**src/rtl/pwm_capture.sv**
```systemverilog
`default_nettype none
// ============================================================================
// Module      : pwm_capture
// Description : Measures an incoming PWM waveform. Reports the period and the
//               high time in clk cycles, and the duty cycle as an integer
//               percent (floor, 0-100) computed by a multi-cycle divider.
//               Flags a stuck input when no rising edge is seen for TIMEOUT
//               cycles.
// Revision    : 1.0 - initial release
// ============================================================================
module pwm_capture #(
  parameter int CNT_W   = 16,
  parameter int TIMEOUT = 1000
) (
  input  logic             clk,
  input  logic             rst_n,
  input  logic             pwm_in,
  output logic [CNT_W-1:0] period,
  output logic [CNT_W-1:0] high_time,
  output logic [7:0]       duty_cycle,
  output logic             valid,
  output logic             stuck,
  output logic             overrun
);

  // Numerator hi*100 needs 7 extra bits; one quotient bit per divider step.
  localparam int C_NUM_W  = CNT_W + 7;
  localparam int C_STEP_W = $clog2(C_NUM_W + 1);

  localparam logic [CNT_W-1:0]    C_TIMEOUT   = CNT_W'(TIMEOUT);
  localparam logic [CNT_W-1:0]    C_CNT_ONE   = CNT_W'(1);
  localparam logic [C_NUM_W-1:0]  C_HUNDRED   = C_NUM_W'(100);
  localparam logic [C_STEP_W-1:0] C_LAST_STEP = C_STEP_W'(C_NUM_W - 1);
  localparam logic [C_STEP_W-1:0] C_STEP_ONE  = C_STEP_W'(1);

  typedef enum logic [1:0] {
    S_IDLE   = 2'd0,
    S_ARMED  = 2'd1,
    S_DIVIDE = 2'd2
  } state_t;

  state_t               state_q, state_d;
  logic                 sync1_q, sync2_q, prev_q;
  logic [CNT_W-1:0]     cnt_q, cnt_d;
  logic [CNT_W-1:0]     hi_lat_q, hi_lat_d;
  logic [CNT_W-1:0]     per_lat_q, per_lat_d;
  logic [CNT_W-1:0]     hi_div_q, hi_div_d;
  logic [C_NUM_W-1:0]   num_q, num_d;
  logic [C_NUM_W-1:0]   quo_q, quo_d;
  logic [CNT_W-1:0]     rem_q, rem_d;
  logic [C_STEP_W-1:0]  step_q, step_d;
  logic [CNT_W-1:0]     period_q, period_d;
  logic [CNT_W-1:0]     high_time_q, high_time_d;
  logic [7:0]           duty_q, duty_d;
  logic                 valid_q, valid_d;
  logic                 stuck_q, stuck_d;
  logic                 overrun_q, overrun_d;

  logic                 w_rise, w_fall, w_timeout;
  logic [CNT_W:0]       w_rem_shift;
  logic                 w_rem_ge;
  logic [CNT_W-1:0]     w_rem_sub;
  logic [C_NUM_W-1:0]   w_quo_next;
  logic [7:0]           w_duty_sat;

  // Edge detection, divider datapath and the timeout qualifier.
  always_comb begin
    w_rise      = sync2_q & ~prev_q;
    w_fall      = ~sync2_q & prev_q;
    w_rem_shift = {rem_q, num_q[C_NUM_W-1]};
    w_rem_ge    = (w_rem_shift >= {1'b0, per_lat_q});
    // The true difference is below per_lat, so the low CNT_W bits are exact.
    w_rem_sub   = w_rem_shift[CNT_W-1:0] - per_lat_q;
    w_quo_next  = {quo_q[C_NUM_W-2:0], w_rem_ge};
    w_duty_sat  = (w_quo_next > C_HUNDRED) ? 8'd100 : w_quo_next[7:0];
    // A rise in the same cycle wins; an already-reported stall in IDLE is not
    // reported again; DIVIDE defers the timeout until its result is out.
    w_timeout   = (cnt_q == C_TIMEOUT) && !w_rise && (state_q != S_DIVIDE) &&
                  !((state_q == S_IDLE) && stuck_q);
  end

  // Next-state logic for the counter, latches, divider and the measurement FSM.
  always_comb begin
    state_d     = state_q;
    cnt_d       = w_rise ? C_CNT_ONE :
                  ((cnt_q < C_TIMEOUT) ? cnt_q + C_CNT_ONE : cnt_q);
    hi_lat_d    = w_fall ? cnt_q : hi_lat_q;
    per_lat_d   = per_lat_q;
    hi_div_d    = hi_div_q;
    num_d       = num_q;
    quo_d       = quo_q;
    rem_d       = rem_q;
    step_d      = step_q;
    period_d    = period_q;
    high_time_d = high_time_q;
    duty_d      = duty_q;
    valid_d     = 1'b0;
    stuck_d     = stuck_q;
    overrun_d   = 1'b0;

    case (state_q)
      S_IDLE: begin
        if (w_rise) begin
          state_d = S_ARMED;
        end else if (w_timeout) begin
          stuck_d     = 1'b1;
          period_d    = '0;
          high_time_d = '0;
          duty_d      = sync2_q ? 8'd100 : 8'd0;
          valid_d     = 1'b1;
        end
      end
      S_ARMED: begin
        if (w_rise) begin
          // hi_lat belongs to this period; snapshot it so a fall during the
          // divide can start latching the next period's high time.
          per_lat_d = cnt_q;
          hi_div_d  = hi_lat_q;
          num_d     = {7'd0, hi_lat_q} * C_HUNDRED;
          quo_d     = '0;
          rem_d     = '0;
          step_d    = '0;
          state_d   = S_DIVIDE;
        end else if (w_timeout) begin
          stuck_d     = 1'b1;
          period_d    = '0;
          high_time_d = '0;
          duty_d      = sync2_q ? 8'd100 : 8'd0;
          valid_d     = 1'b1;
          state_d     = S_IDLE;
        end
      end
      S_DIVIDE: begin
        overrun_d = w_rise;
        num_d     = {num_q[C_NUM_W-2:0], 1'b0};
        rem_d     = w_rem_ge ? w_rem_sub : w_rem_shift[CNT_W-1:0];
        quo_d     = w_quo_next;
        step_d    = step_q + C_STEP_ONE;
        if (step_q == C_LAST_STEP) begin
          period_d    = per_lat_q;
          high_time_d = hi_div_q;
          duty_d      = w_duty_sat;
          valid_d     = 1'b1;
          stuck_d     = 1'b0;
          state_d     = S_ARMED;
        end
      end
      default: state_d = S_IDLE;
    endcase
  end

  // All state, including the input synchronizer, with async assert reset.
  always_ff @(posedge clk or negedge rst_n) begin
    if (!rst_n) begin
      state_q     <= S_IDLE;
      sync1_q     <= 1'b0;
      sync2_q     <= 1'b0;
      prev_q      <= 1'b0;
      cnt_q       <= '0;
      hi_lat_q    <= '0;
      per_lat_q   <= '0;
      hi_div_q    <= '0;
      num_q       <= '0;
      quo_q       <= '0;
      rem_q       <= '0;
      step_q      <= '0;
      period_q    <= '0;
      high_time_q <= '0;
      duty_q      <= '0;
      valid_q     <= 1'b0;
      stuck_q     <= 1'b0;
      overrun_q   <= 1'b0;
    end else begin
      state_q     <= state_d;
      sync1_q     <= pwm_in;
      sync2_q     <= sync1_q;
      prev_q      <= sync2_q;
      cnt_q       <= cnt_d;
      hi_lat_q    <= hi_lat_d;
      per_lat_q   <= per_lat_d;
      hi_div_q    <= hi_div_d;
      num_q       <= num_d;
      quo_q       <= quo_d;
      rem_q       <= rem_d;
      step_q      <= step_d;
      period_q    <= period_d;
      high_time_q <= high_time_d;
      duty_q      <= duty_d;
      valid_q     <= valid_d;
      stuck_q     <= stuck_d;
      overrun_q   <= overrun_d;
    end
  end

  assign period     = period_q;
  assign high_time  = high_time_q;
  assign duty_cycle = duty_q;
  assign valid      = valid_q;
  assign stuck      = stuck_q;
  assign overrun    = overrun_q;

endmodule
`default_nettype wire

```
**config.mk**
```make
export PLATFORM = sky130hd
export DESIGN_NAME = pwm_capture
export DESIGN_NICKNAME = d
export VERILOG_FILES = /design/src/rtl/pwm_capture.sv
export SDC_FILE = /design/constraint.sdc
export NUM_CORES = 1
export LEC_CHECK = 0
export CORE_ASPECT_RATIO = 0.9
export CORE_MARGIN = 2
export CORE_UTILIZATION = 55
export DETAILED_ROUTE_END_ITERATION = 10
export GPL_TIMING_DRIVEN = 0
export HOLD_SLACK_MARGIN = 0.05
export PLACE_DENSITY = 0.79
export SLEW_MARGIN = 0
export SYNTH_ARGS = -nofsm -noshare
export SYNTH_HDL_FRONTEND = slang
export SYNTH_SLANG_ARGS = --single-unit
```
**constraint.sdc**
```tcl
create_clock -name clk -period 3.2 [get_ports clk]
set_clock_uncertainty 0.15 [all_clocks]
set_input_delay 0.48 -clock clk [delete_from_list [all_inputs] [get_ports clk]]
set_output_delay 0.48 -clock clk [all_outputs]
set_load 0.01 [all_outputs]
```
# Word-level counts from Yosys, hierarchy flattened
# Index checks and enable logic that the tools add are counted.
# W data, S select, Z words.
# totals
output_inout_bits	43
in_bits	3
wordCells	92
reg_bits	178
# op_classes
addsub	3
n_mux	37
n_mul	1
bitwise_logic	4
n_lt_le_gt_ge	3
eq_ne	11
reduce_logical	15
# op_table
operator	count
$mux W16	8
$pmux W16 S2	3
$pmux W23 S2	1
$pmux W22 S2	1
$mux W8	4
$gt A23 B7 Y1 const B	1
$mux W23	1
$mux W22	1
$mul A16 B5 Y21 const B	1
$ge A17 B16 Y1	1
$add A16 B1 Y16 const B	1
$eq A16 B10 Y1 const B	1
$lt A16 B10 Y1 const B	1
$pmux W8 S2	1
$sub A16 B16 Y16	1
$ne A2 B2 Y1 const B	5
$pmux W5 S2	1
$mux W2	4
$mux W1	7
$mux W7	1
$pmux W2 S3	1
$reduce_bool A2 Y1	3
$add A5 B1 Y5 const B	1
$eq A5 B5 Y1 const B	1
15 further kinds	23

# Logic depth before layout (Yosys ltp)
# Gate-level depths: netlist (run 1).
# logic_depth
word_depth	9
depth_mapped	14
depth_no_buf	14

# Worst setup path before layout (run 1)
# Ideal clock, no wire load.
# synth_path
kind	reg-to-reg
start	register hi_lat_q[2]
end	register num_q[22]
path_stages_with_launch	15
required_ps	2921
synth_period_minus_slack_ps	3403
slack_ps	-203
n_path_buf	0
setup_time_ps	129
arrival_time_ps	3124
path_cell_list	dfrtp_1 -> ha_1 -> ha_1 -> inv_1 -> fa_1 -> inv_1 -> ha_1 -> a21o_1 -> a21oi_1 -> o211ai_1 -> o211ai_1 -> a21oi_1 -> o21ai_0 -> mux2i_1 -> nand2_1
# synth_via
elab_chain_len	3
# synth_lines
element	line	rtl
start, declared	45	logic [CNT_W-1:0] hi_lat_q, hi_lat_d;
start signal, assigned	179	hi_lat_q <= hi_lat_d;
$mul A16 B5 Y21	119	num_d = {7'd0, hi_lat_q} * C_HUNDRED;
$mux W23	114	if (w_rise) begin
$pmux W23 S2	101	case (state_q)
end signal, assigned	182	num_q <= num_d;
end, declared	48	logic [C_NUM_W-1:0] num_q, num_d;
# No other way between the ends. The select of a mux whose other input is x is not followed.
# A chain may end at the register's enable or synchronous reset.

# Final worst setup path (run 1)
# layout_path
start	register hi_lat_q[6]
end	register num_q[21]
# Same word-level chain as after synthesis.

==> results.yml, run 1 <==
yosys:
  yosysTopAreaCell: "dfrtp_1"
  ys_warn_count: 0
  yosys.area.top_type_share_pct: 47.6
  ys_ff_latch: 176
  syn_nets: 1019
  syn_avg_cell_area_sq_um: 9.94
  ys.flop_type: "dfrtp_1"
  netlist_top_cells_area: "dfrtp_1 48%, ha_1 9.7%, nand2_1 5.6%"
  async_flop_share_pct: 100
  synth.yosys.seq_area_share_pct: 47.6
  synth_edf_count: 0
  syn_area_sq_mm: 0.00926
  syn_inst: 932
  yosysUniqueCellTypes: 58
power:
  power.switching_w: 0.00311
  pwr-share-clk_pct: 25.1
  powerDensity_mw_per_mm2: 733
  ir_drop_uv: 468
  leakagePower_nw: 5.21
  p_comb_share_pct: 39.5
  p_sw_share_pct: 38.8
  p_seq_share_pct: 35.3
  internal_power_w: 0.00490
place:
  place_ws_ns: -0.311
  gp_congestion: 0.913
  dp_cells: 1185
  portBuffers: 45
  dpl.hpwl_microns: 15700
grt:
  grt_antenna_before_repair: 0
  grt_pass1_vias: 7202
  grt-ovfl-total: 0
  grt_use_total_pct: 26.9
  grt_pass1_wl_microns: 37600
  grt_max_degree: 120
timing:
  finalHoldViolCount: 0
  slew_headroom_pct: 27.7
  rsz0062_at_grt: "yes"
  period_needed_ns: 3.37
  max_freq_mhz: 297
  final_max_slew_viol_count: 0
  max_slew.worst_pin.slew_ns: 1.08
  min_period_over_period_pct: 105
  worst_slack_ns: -0.169
  setup_viol: 7
die:
  die_x_microns: 141
  initial_utilization_pct: 56.8
  ios: 46
  coreArea_sq_mm: 0.0163
  design.die.area_sq_mm: 0.0179
  rows: 44
  die_y_microns: 127
routing:
  drt_iter0_drc: 698
  viasPerCell: 5.93
  drtAntennaViolNets: 0
  wl_per_cell_microns: 18.7
  drt_wl_total_microns: 23000
  dr_total_vias: 7313
  drc: 0
  firstDrtPassIters: 5
flow_run:
  maxCapViolCount: 0
critical_path:
  endpoint_kind: "flip-flop"
  critPathKind: "reg2reg"
  crit_fanout: 3
  worstPathRequired_ns: 3.38
  crit_arrival_ns: 3.55
  start_kind: "flip-flop"
finish:
  diodes: 0
  drive_gt1_share_pct: 10.5
  fin_cells: 1233
  syn_to_final_growth_pct: 18.0
  nets: 1100
clock_tree:
  numCtsBuffers: 17
  ctsHtreeMaxLevel: 4
  clk-insertion-delay-late_ns: 0.45
  cts_tree: "done"
  clkTransAtPathRegs_ns: 0.07
  clk_path_buf_depth: 2
  cts-root-buf: "clkbuf_16"
  clock-sinks: 176
outcome:
  violations: "setup timing"
  outcome: "finished, violations left"
min_path:
  hp-class: "reg2reg"
worst max-delay path, stage by stage (launching register included):
cell	delay (ns)
dfrtp_1	0.43
ha_1	0.31
ha_1	0.30
inv_2	0.04
fa_1	0.50
inv_2	0.05
ha_4	0.21
a2111o_1	0.37
a21oi_2	0.18
nor3b_4	0.07
nand4_1	0.12
nand2_2	0.09
o21ai_2	0.15
mux2i_1	0.20
nand3_1	0.08
power groups by stage:
stage / logic [W] / registers (W) / clock network (W)
global route: 0.00352 / 0.00287 / 0.00211
CTS: 0.00307 / 0.00282 / 0.00202
global placement: 0.00282 / 0.00285 / 0
finish: 0.00317 / 0.00283 / 0.00201
floorplan: 0.00228 / 0.00276 / 0
detailed placement: 0.00289 / 0.00285 / 0
what timing repair did:
action                                 4_1_cts  5_1_grt
hold buffers                                 1        0
gates resized for setup                     29       17
setup endpoints to repair                    9       12
pin swaps                                   20       10
setup buffers                               10        5
endpoints found under the hold margin       57        0
cloned                                       0        0
per-stage QoR:
stage	util, %	instance area (sq um)	hold WS [ns]	total power (W)	setup TNS [ns]
after global placement	61.5	10000	0.184	0.00567	-978.82
after detailed placement	61.7	10100	0.188	0.00574	-1.62
after global routing	67.0	10900	0.208	0.00850	-1.92
final	67.0	10900	0.202	0.00801	-0.777
after floorplan	-	9310	0.0344	0.00504	-0.00150
after CTS	66.5	10800	0.203	0.00791	-0.312
flip-flops by register name, summed over array words and instances, names as in the netlist, 5 cells and up:
name / count
duty_cycle: 8
hi_lat_q: 16
step_q: 5
per_lat_q: 16
cnt_q: 16
quo_q: 22
num_q: 21
high_time: 16
period: 16
hi_div_q: 16
rem_q: 16
logic make-up after synthesis:
logic type / after synthesis / share of synthesized area [%]
muxes: 18 / 2.03
xor gates and xnor gates: 33 / 3.12
and+or+nand+nor: 257 / 12.7
AOI/OAI and AO/OA: 241 / 17.1
DFF: 176 / 47.6
adders and majority gates: 84 / 12.3
buffers and inverters: 123 / 5.20
cell type report:
cell class                 count  area [sq um]
fill                        1244          5370
multi-input combinational    633          4610
sequential                   176          4410
timing repair buffer          62           606
clock buffer                  18           439
inverter                      82           308
tap                          207           259
buffer                        41           174
clock inverter                14           121
metal layers:
layer  up-vias  wire length (microns)  global-route usage, %
met1      3583                  10500                   39.1
met3        40                   1560                   4.35
li1       3404                      -                      -
met4         0                    531                   10.2
met5         -                      0                      0
met2       286                  10400                   41.1
Yosys cell counts, drive strengths merged, types with 2 or more instances:
master	count
mux2i	12
nand3	23
nand2	139
and2	9
a22o	37
and4b	2
nand3b	2
o21bai	2
a21o	8
nand2b	8
ha	72
o211ai	6
buf	9
or3	4
a211oi	8
a22oi	18
xnor2	17
inv	82
a21oi	20
dfrtp	176
a211o	2
nor4	6
o21a	8
nor3	4
o21ai	109
xor2	16
a31oi	9
clkbuf	32
o31ai	5
nor3b	4
nand4	11
mux2	6
fa	12
nor2b	4
nor2	36
worst paths after layout:
check                            startpoint       endpoint  slack (ns)  cells after the start
worst max-delay path            hi_lat_q[6]      num_q[21]       -0.17                     14
worst min register to register      sync1_q        sync2_q        0.20                      0
worst min-delay path                sync1_q        sync2_q        0.20                      0
max in group asynchronous             rst_n    hi_lat_q[3]        1.56                      3
min in group asynchronous             rst_n  high_time[11]        0.40                      2
worst max register to register  hi_lat_q[6]      num_q[21]       -0.17                     14
layout by cell type, fill, tap and decap left out, types with 18 or more instances in the layout:
master and n:
dfrtp_1 172, nand2_1 138, o21ai_0 85, inv_1 75, ha_1 61, clkdlybuf4s50_1 44, a22o_1 37, nor2_1 36
clkbuf_1 32, nand3_1 23, o21ai_1 18, a22oi_1 18
(Power assumes the default switching activity.)
==> inputs of run 2 (changes only) <==
--- a/config.mk
+++ b/config.mk
@@ -11,7 +11,7 @@
 export DETAILED_ROUTE_END_ITERATION = 10
 export GPL_TIMING_DRIVEN = 0
 export HOLD_SLACK_MARGIN = 0.05
-export PLACE_DENSITY = 0.79
+export PLACE_DENSITY = 0.74
 export SLEW_MARGIN = 0
 export SYNTH_ARGS = -nofsm -noshare
 export SYNTH_HDL_FRONTEND = slang
==> run 2 against run 1 <==
Compared with the run above: the flow still finishes with violations (setup timing); sequential share of layout area decreased by 0.42 points; maximum frequency decreased by 0.33%; register-to-register slack about the same; clock power increased by 3%; final area increased by 1.1%; utilization increased by 0.72 points; die area unchanged; worst setup slack got worse by 0.011 ns; final cell count increased by 0.32%; count of clock-buffer cells in the layout increased by 1; critical endpoint is now num_q[22]; largest power group unchanged.
==> results.yml, run 2 (same netlist as run 1, synthesis figures left out) <==
outcome:
  outcome: "finished, violations left"
  violations: "setup timing"
power:
  internal_power_w: 0.00506
  p_sw_share_pct: 37.6
  p_seq_share_pct: 35.0
  powerDensity_mw_per_mm2: 734
  ir_drop_uv: 480
  power_w: 0.00811
  leakagePower_nw: 5.24
  p_comb_share_pct: 39.5
  power.switching_w: 0.00305
  pwr-share-clk_pct: 25.5
place:
  place_ws_ns: -0.334
  dpl.hpwl_microns: 15500
  gp_congestion: 0.936
  portBuffers: 45
grt:
  grt_pass1_wl_microns: 36500
  grt_use_total_pct: 26.1
  grt_max_degree: 120
  grt-ovfl-total: 0
  grt_pass1_vias: 6881
  grt_antenna_before_repair: 0
critical_path:
  start_kind: "flip-flop"
  crit_arrival_ns: 3.56
  path_buf_inv: 2
  worstPathRequired_ns: 3.38
  critPathKind: "reg2reg"
  endpoint_kind: "flip-flop"
  cp_slowest_cell: "fa_1"
  crit_fanout: 3
  crit_path_max_incr_delay_ns: 0.51
  path_cells: "ha_1, ha_1, inv_1, fa_1, inv_1, ha_4, a211oi_2, o211ai_1, o211ai_1, a21oi_2, o21ai_2, mux2i_1, nand2_1"
  path_delay_family: "adder cells"
die:
  die_x_microns: 141
  initial_utilization_pct: 56.8
  coreArea_sq_mm: 0.0163
  die_y_microns: 127
  design.die.area_sq_mm: 0.0179
  rows: 44
  ios: 46
finish:
  drive_gt1_share_pct: 11.4
  reg_top3: "quo_q: 22 flops, num_q: 21 flops"
  fillers: 1256
  diodes: 0
  final_cell_mix: "171 x dfrtp_1, 138 x nand2_1, 87 x o21ai_0"
  nets: 1104
  largest_reg_flops: 22
  syn_to_final_growth_pct: 19.2
  largest_register: "quo_q"
  layout_commonest_cell: "dfrtp_1"
routing:
  top_layer_used: "met4"
  firstDrtPassIters: 5
  viasPerCell: 5.88
  dr_total_vias: 7276
  wl_per_cell_microns: 18.3
  drt_iter0_drc: 577
  drt_wl_total_microns: 22600
  wl_met2_microns: 10000
  drc: 0
  wl_met1_microns: 10900
  drtAntennaViolNets: 0
  wl_met3_microns: 1200
clock_tree:
  numCtsBuffers: 17
  ctsHtreeMaxLevel: 4
  cts_tree: "done"
  clk-insertion-delay-late_ns: 0.44
  cts-root-buf: "clkbuf_16"
  clkTransAtPathRegs_ns: 0.07
  clk_path_buf_depth: 2
  clock-sinks: 176
timing:
  period_needed_ns: 3.38
  worst_slack_ns: -0.180
  final_max_slew_viol_count: 0
  max_freq_mhz: 296
  min_period_over_period_pct: 106
  setup_viol: 8
  rsz0062_at_grt: "yes"
  max_slew.worst_pin.slew_ns: 1.09
  setup_tns_ns: -0.929
  finalHoldViolCount: 0
  slew_headroom_pct: 27.3
min_path:
  hp-class: "reg2reg"
flow_run:
  maxCapViolCount: 0
[run 2: changes by cell type in the layout (fill, tap and decap cells not counted), sizes merged]
cell / change
clkinv: +3
buf: +4
clkbuf: +1
bufinv: +2
inv: -6
[run 2: area by class of cell]
cell class | count | area [sq um] | share of cell area, %
buffer | 41 | 174 | 1.58
clock buffer | 19 | 443 | 4.01
clock inverter | 13 | 136 | 1.24
inverter | 82 | 308 | 2.79
multi-input combinational | 633 | 4670 | 42.3
sequential | 176 | 4410 | 39.9
tap | 207 | 259 | 2.35
timing repair buffer | 66 | 639 | 5.79
[run 2: timing repair]
item | CTS | global route
hold endpoints to repair | 57 | 0
buffers inserted | 11 | 8
pin swaps | 24 | 30
endpoints found under the setup margin | 9 | 10
gates resized for setup | 35 | 16
hold buffers | 1 | 0
[run 2: final timing paths]
| path | slack, ns | startpoint | cells after the start | end |
|---|---|---|---|---|
| max | -0.18 | hi_lat_q[7] | 13 | num_q[22] |
| min | 0.20 | sync1_q | 0 | sync2_q |
| max reg2reg | -0.18 | hi_lat_q[7] | 13 | num_q[22] |
| min reg2reg | 0.20 | sync1_q | 0 | sync2_q |
| max in group asynchronous | 1.55 | rst_n | 3 | hi_lat_q[2] |
| min in group asynchronous | 0.41 | rst_n | 2 | num_q[20] |
[run 2: stage by stage]
stage / hold WS, ns / utilization, % / area (sq um) / instances
after CTS: 0.199 / 66.8 / 10900 / 1229
after global routing: 0.204 / 67.8 / 11000 / 1237
final: 0.199 / 67.8 / 11000 / 1237
after detailed placement: 0.185 / 61.7 / 10100 / 1185
after floorplan: 0.0344 / - / 9310 / 932
after global placement: 0.183 / 61.5 / 10000 / 1184
[run 2: metal layers]
layer  vias up  track usage, %
met1      3582            39.7
met5         -               0
met4         0            9.53
met3        35            4.42
li1       3421               -
met2       238            38.0
[run 2: power by group through the flow]
stage          combinational [W]  clock [W]  sequential (W)
2_1_floorplan            0.00228          0         0.00276
3_3_place_gp             0.00284          0         0.00285
3_5_place_dp             0.00291          0         0.00285
4_1_cts                  0.00313    0.00208         0.00282
5_1_grt                  0.00354    0.00219         0.00287
6_report                 0.00320    0.00207         0.00284
